===== src/rtl/mem_arbiter.sv =====
// mem_arbiter: round-robin arbiter between I-cache and D-cache
// onto one registered main-memory command port.
module mem_arbiter #(
  parameter int ADDR_W = 28,
  parameter int LINE_W = 128,
  parameter int CNT_W  = 16
) (
  input  logic              clk,
  input  logic              proc_reset,
  input  logic              i_mem_read,
  input  logic [ADDR_W-1:0] i_mem_addr,
  output logic [LINE_W-1:0] i_mem_rdata,
  output logic              i_mem_ready,
  input  logic              d_mem_read,
  input  logic              d_mem_write,
  input  logic [ADDR_W-1:0] d_mem_addr,
  input  logic [LINE_W-1:0] d_mem_wdata,
  output logic [LINE_W-1:0] d_mem_rdata,
  output logic              d_mem_ready,
  output logic              mem_read,
  output logic              mem_write,
  output logic [ADDR_W-1:0] mem_addr,
  output logic [LINE_W-1:0] mem_wdata,
  input  logic [LINE_W-1:0] mem_rdata,
  input  logic              mem_ready,
  output logic [CNT_W-1:0]  i_grant_cnt,
  output logic [CNT_W-1:0]  d_grant_cnt
);

  typedef enum logic [1:0] {
    IDLE,
    SERVE_I,
    SERVE_D
  } state_t;

  state_t state;
  logic   last_d;
  logic   i_req;
  logic   d_req;
  logic   pick_i;
  logic   pick_d;

  assign i_req = i_mem_read;
  assign d_req = d_mem_read | d_mem_write;

  // round-robin pick: on a tie the client that did not win last goes
  always_comb begin
    pick_i = 1'b0;
    pick_d = 1'b0;
    unique case (1'b1)
      (i_req && d_req): begin
        pick_d = ~last_d;
        pick_i = last_d;
      end
      (i_req && !d_req): pick_i = 1'b1;
      (!i_req && d_req): pick_d = 1'b1;
      default: ;
    endcase
  end

  // completion is routed to the owning client only, in the ready cycle
  always_comb begin
    i_mem_ready = (state == SERVE_I) && mem_ready;
    d_mem_ready = (state == SERVE_D) && mem_ready;
    i_mem_rdata = i_mem_ready ? mem_rdata : '0;
    d_mem_rdata = d_mem_ready ? mem_rdata : '0;
  end

  // grant/serve FSM with registered memory command
  always_ff @(posedge clk or negedge proc_reset) begin
    if (!proc_reset) begin
      state     <= IDLE;
      last_d    <= 1'b0;
      mem_read  <= 1'b0;
      mem_write <= 1'b0;
      mem_addr  <= '0;
      mem_wdata <= '0;
    end else begin
      unique case (state)
        IDLE: begin
          if (pick_i) begin
            state     <= SERVE_I;
            last_d    <= 1'b0;
            mem_read  <= 1'b1;
            mem_write <= 1'b0;
            mem_addr  <= i_mem_addr;
            mem_wdata <= '0;
          end else if (pick_d) begin
            state     <= SERVE_D;
            last_d    <= 1'b1;
            mem_read  <= ~d_mem_write;
            mem_write <= d_mem_write;
            mem_addr  <= d_mem_addr;
            mem_wdata <= d_mem_wdata;
          end
        end
        SERVE_I,
        SERVE_D: begin
          if (mem_ready) begin
            state     <= IDLE;
            mem_read  <= 1'b0;
            mem_write <= 1'b0;
            mem_addr  <= '0;
            mem_wdata <= '0;
          end
        end
        default: state <= IDLE;
      endcase
    end
  end

  // saturating completion counters for perf debug
  always_ff @(posedge clk or negedge proc_reset) begin
    if (!proc_reset) begin
      i_grant_cnt <= '0;
      d_grant_cnt <= '0;
    end else begin
      if (i_mem_ready && (i_grant_cnt != '1))
        i_grant_cnt <= i_grant_cnt + 1'b1;
      if (d_mem_ready && (d_grant_cnt != '1))
        d_grant_cnt <= d_grant_cnt + 1'b1;
    end
  end

endmodule

===== config.mk =====
export PLATFORM = sky130hd
export DESIGN_NAME = mem_arbiter
export DESIGN_NICKNAME = d
export VERILOG_FILES = /design/src/rtl/mem_arbiter.sv
export SDC_FILE = /design/constraint.sdc
export NUM_CORES = 1
export LEC_CHECK = 0
export CORE_AREA = 2 2 299 301
export CTS_CLUSTER_DIAMETER = 120
export CTS_CLUSTER_SIZE = 14
export DETAILED_ROUTE_END_ITERATION = 8
export DIE_AREA = 0 0 301 303
export PLACE_DENSITY = 0.35
export SLEW_MARGIN = 20
export SYNTH_ARGS = -nofsm -noshare
export SYNTH_HDL_FRONTEND = slang
export SYNTH_SLANG_ARGS = --single-unit

===== constraint.sdc =====
create_clock -name clk -period 1.75 [get_ports clk]
set_input_delay 0.175 -clock clk [delete_from_list [all_inputs] [get_ports clk]]
set_output_delay 0.175 -clock clk [all_outputs]
set_load 0.005 [all_outputs]

==> reports/metrics.cfg <==
[run_status]
status=complete, but fails checks
violations=negative setup slack

[clock_tree]
clockRootBuffer=clkbuf_16
clock-sinks=193
cts_tree=built
htreeDepth=4
cts_buffers=17
clockBufferDepth=2
worstSkewPairLatency_ps=490
clk_pin_slew_worst_paths_ps=80

[cells_and_area]
area_delta_synth_final_pct=130
drive_gt1_share_pct=35.4
layout.nets=2177

[sta]
fin_crit_sh_pct=123
slew_viol_final=0
holdWs_ps=232
fin_skew_ps=13.1
fmax_mhz=466
min_period_ps=2150
setup-violations-final=454
finalWorstSetupSlack_ps=-397
worstMarginPinSlew_ps=545
final-hold-violation-count=0
rsz0062_at_grt=true
finalSetupTns_ps=-120500
slew-limit-headroom_pct=63.6

[power]
power_frac_clock_pct=14.7
p_sw_mw=9.91
ir_drop_mv=0.900
pwr-share-comb_pct=61.7
swShare_pct=35.8
p_int_mw=17.8
power_density_nw_per_um2=1260
p_seq_share_pct=23.6
power.leakage_nw=10.1

[yosys]
synth_xor_area_share_pct=2.75
synth-compound-area-share_pct=12.8
yosysSeqAreaShare_pct=50.5
synthMuxAreaShare_pct=3.17
synth_fa_ha_area_share_pct=0.654
synth.avg_cell_area_um2=9.97
synth-edff-count=0
synth_cells=959
syn_area_um2=9570
syn_nets=1282
synth_cell_types=39
synthArstFlopShare_pct=100
ys_ff_latch=193
synthSimpleGateAreaFrac_pct=25.0
synth_flop_cell=dfrtp_1
synth_warnings=0
synth_top_family_by_area=simple AND/OR/NAND/NOR gates

[floorplan]
ios=766
dieWidth_um=301
rows=109
die_area_um2=91200
start_util_pct=10.9
dieHeight_um=303
core_um2=88000

[detailed_routing]
vias=11400
wirelength_um=66700
vias_per_cell=3.75
ant_nets=0
firstDrtPassIters=4
wl_per_cell_um=21.9
drc=0
drt_iter0_drc=392

[critical_path]
crit_arrival_ps=1970
crit_family=buffers and inverters
crit_chain=buf_6, ha_4, buf_12, clkbuf_16, clkbuf_16, and3_4, buf_6
slowest_stage=dfrtp_1
crit_path_end_kind=primary output
max_stage_delay_ps=410
required_ps=1570
critPathBufInv=5
critPathMaxFanout=6
crit_type=register to primary output
critical_path.startpoint_type=register

[placement]
gp_congestion=0.852
dp_hpwl_um=51000
io_buffers=765

[global_route]
grt_antenna_before_repair=26
grt_pass1_wl_um=86400
grt_overflow=0
grt_usage_pct=13.1
grt_pass1_vias=11700
grt_start_max_net_pins=64

[job]
max_cap_violations=0

[min_path]
hp-class=primary input to asynchronous set/reset pin

-- kinds of logic (layout without fill, tap and decap cells) --
group / after synthesis / count (layout)
and+or+nand+nor: 429 / 429
buffers and inverters: 103 / 1011
muxes: 30 / 30
AOI/OAI and AO/OA: 169 / 169
xor gates and xnor gates: 30 / 30
other: 0 / 14
adders and majority gates: 5 / 5
DFF: 193 / 193
-- power by group through the flow --
stage / combinational (mW) / clock (mW) / sequential, mW
6_report: 17.1 / 4.06 / 6.53
5_1_grt: 18.4 / 4.42 / 6.71
4_1_cts: 13.8 / 4.33 / 6.56
3_5_place_dp: 13.3 / 0 / 6.63
3_3_place_gp: 13.3 / 0 / 6.63
2_1_floorplan: 4.99 / 0 / 6.64
-- layout make-up --
class                   instances  area [um^2]
diodes                         14         35.0
clock buffers                  18          439
clock inverters                14          145
fillers                      9497        65900
inverters                       3         13.8
multi-input cells             663         5150
flip-flops and latches        193         4830
well taps                    1165         1460
repair buffers                976         9970
-- metal layers --
metal,wire [um],GRT usage (%),vias up,part of all wire (%)
met2,34100,22.3,497,51
li1,-,-,5305,-
met1,25500,14.7,5545,38
met3,5650,5.16,74,8.5
met4,1370,5.28,8,2.1
met5,64,0,-,0.096
-- final timing paths --
path / from / to / slack (ps) / cells past startpoint
worst max-delay path: state[0] / i_mem_rdata[45] / -400 / 7
worst min-delay path: proc_reset / mem_wdata[94] / 230 / 2
worst max register to register: state[0] / mem_wdata[26] / -300 / 8
worst min register to register: mem_addr[13] / mem_addr[13] / 480 / 2
max in group asynchronous: proc_reset / d_grant_cnt[15] / 910 / 3
min in group clk: d_mem_wdata[126] / mem_wdata[126] / 230 / 3
-- worst register-to-register path: stages, from the launching register on --
cell and delay [ps]:
dfrtp_1 410, inv_2 100, buf_4 130, ha_4 200, nor2b_4 130, a211o_4 360, buf_12 160, buf_12 170
a22o_1 280
-- placed cells by master, fill, tap and decap left out, drive strengths merged, types with 3 or more instances in the layout --
cell type      Yosys  routed
clkdlybuf4s50      0     505
buf               36     347
and3             260     260
dfrtp            193     193
clkbuf            64     128
nand2            112     112
a22o              95      95
o21ai             63      63
mux2i             28      28
xor2              20      20
diode              0      14
nand4             14      14
dlygate4sd2        0      12
xnor2             10      10
inv                3      10
nor2               9       9
nor3               8       8
nand3              8       8
ha                 5       5
clkinv             0       5
a21oi              4       4
nor4               4       4
nor4b              3       3
nor3b              3       3
-- metrics by stage --
stage               util (%)  instances  instance area, um^2  total power, mW  setup WS (ps)
floorplan                  -        959                 9610             11.6          -9.30
global placement        22.3       2927                19600             19.9           -379
detailed placement      22.3       2927                19600             20.0           -364
CTS                     23.1       2972                20300             24.7           -687
global route            25.1       3045                22000             29.5           -498
finish                  25.1       3046                22000             27.7           -397
-- cell usage after synthesis, drive strengths merged, types with 3 or more instances --
cell type    n  area share (%)
a21oi        4            0.25
a22o        95             8.7
and3       260              17
buf         36             2.5
clkbuf      64             2.5
dfrtp      193              50
ha           5            0.65
inv          3            0.12
mux2i       28             2.9
nand2      112             4.4
nand3        8            0.42
nand4       14            0.92
nor2         9            0.38
nor3         8            0.42
nor3b        3            0.24
nor4         4            0.26
nor4b        3            0.27
o21ai       63             3.3
xnor2       10            0.92
xor2        20             1.8
-- sequential cells by signal (all words and copies together) (netlist names) --
register,flops
last_d,1
mem_addr,28
mem_read,1
mem_write,1
i_grant_cnt,16
state,2
mem_wdata,128
d_grant_cnt,16
-- repair_timing --
item                                    in CTS  in global routing
gates resized for setup                    275                889
hold buffers                                 1                  0
endpoints found under the setup margin     436                463
hold endpoints to repair                    38                  0
setup buffers                                9                 40
pin swaps                                    1                 32
cloned                                       3                 29
Power figures use the tool's default switching activity.
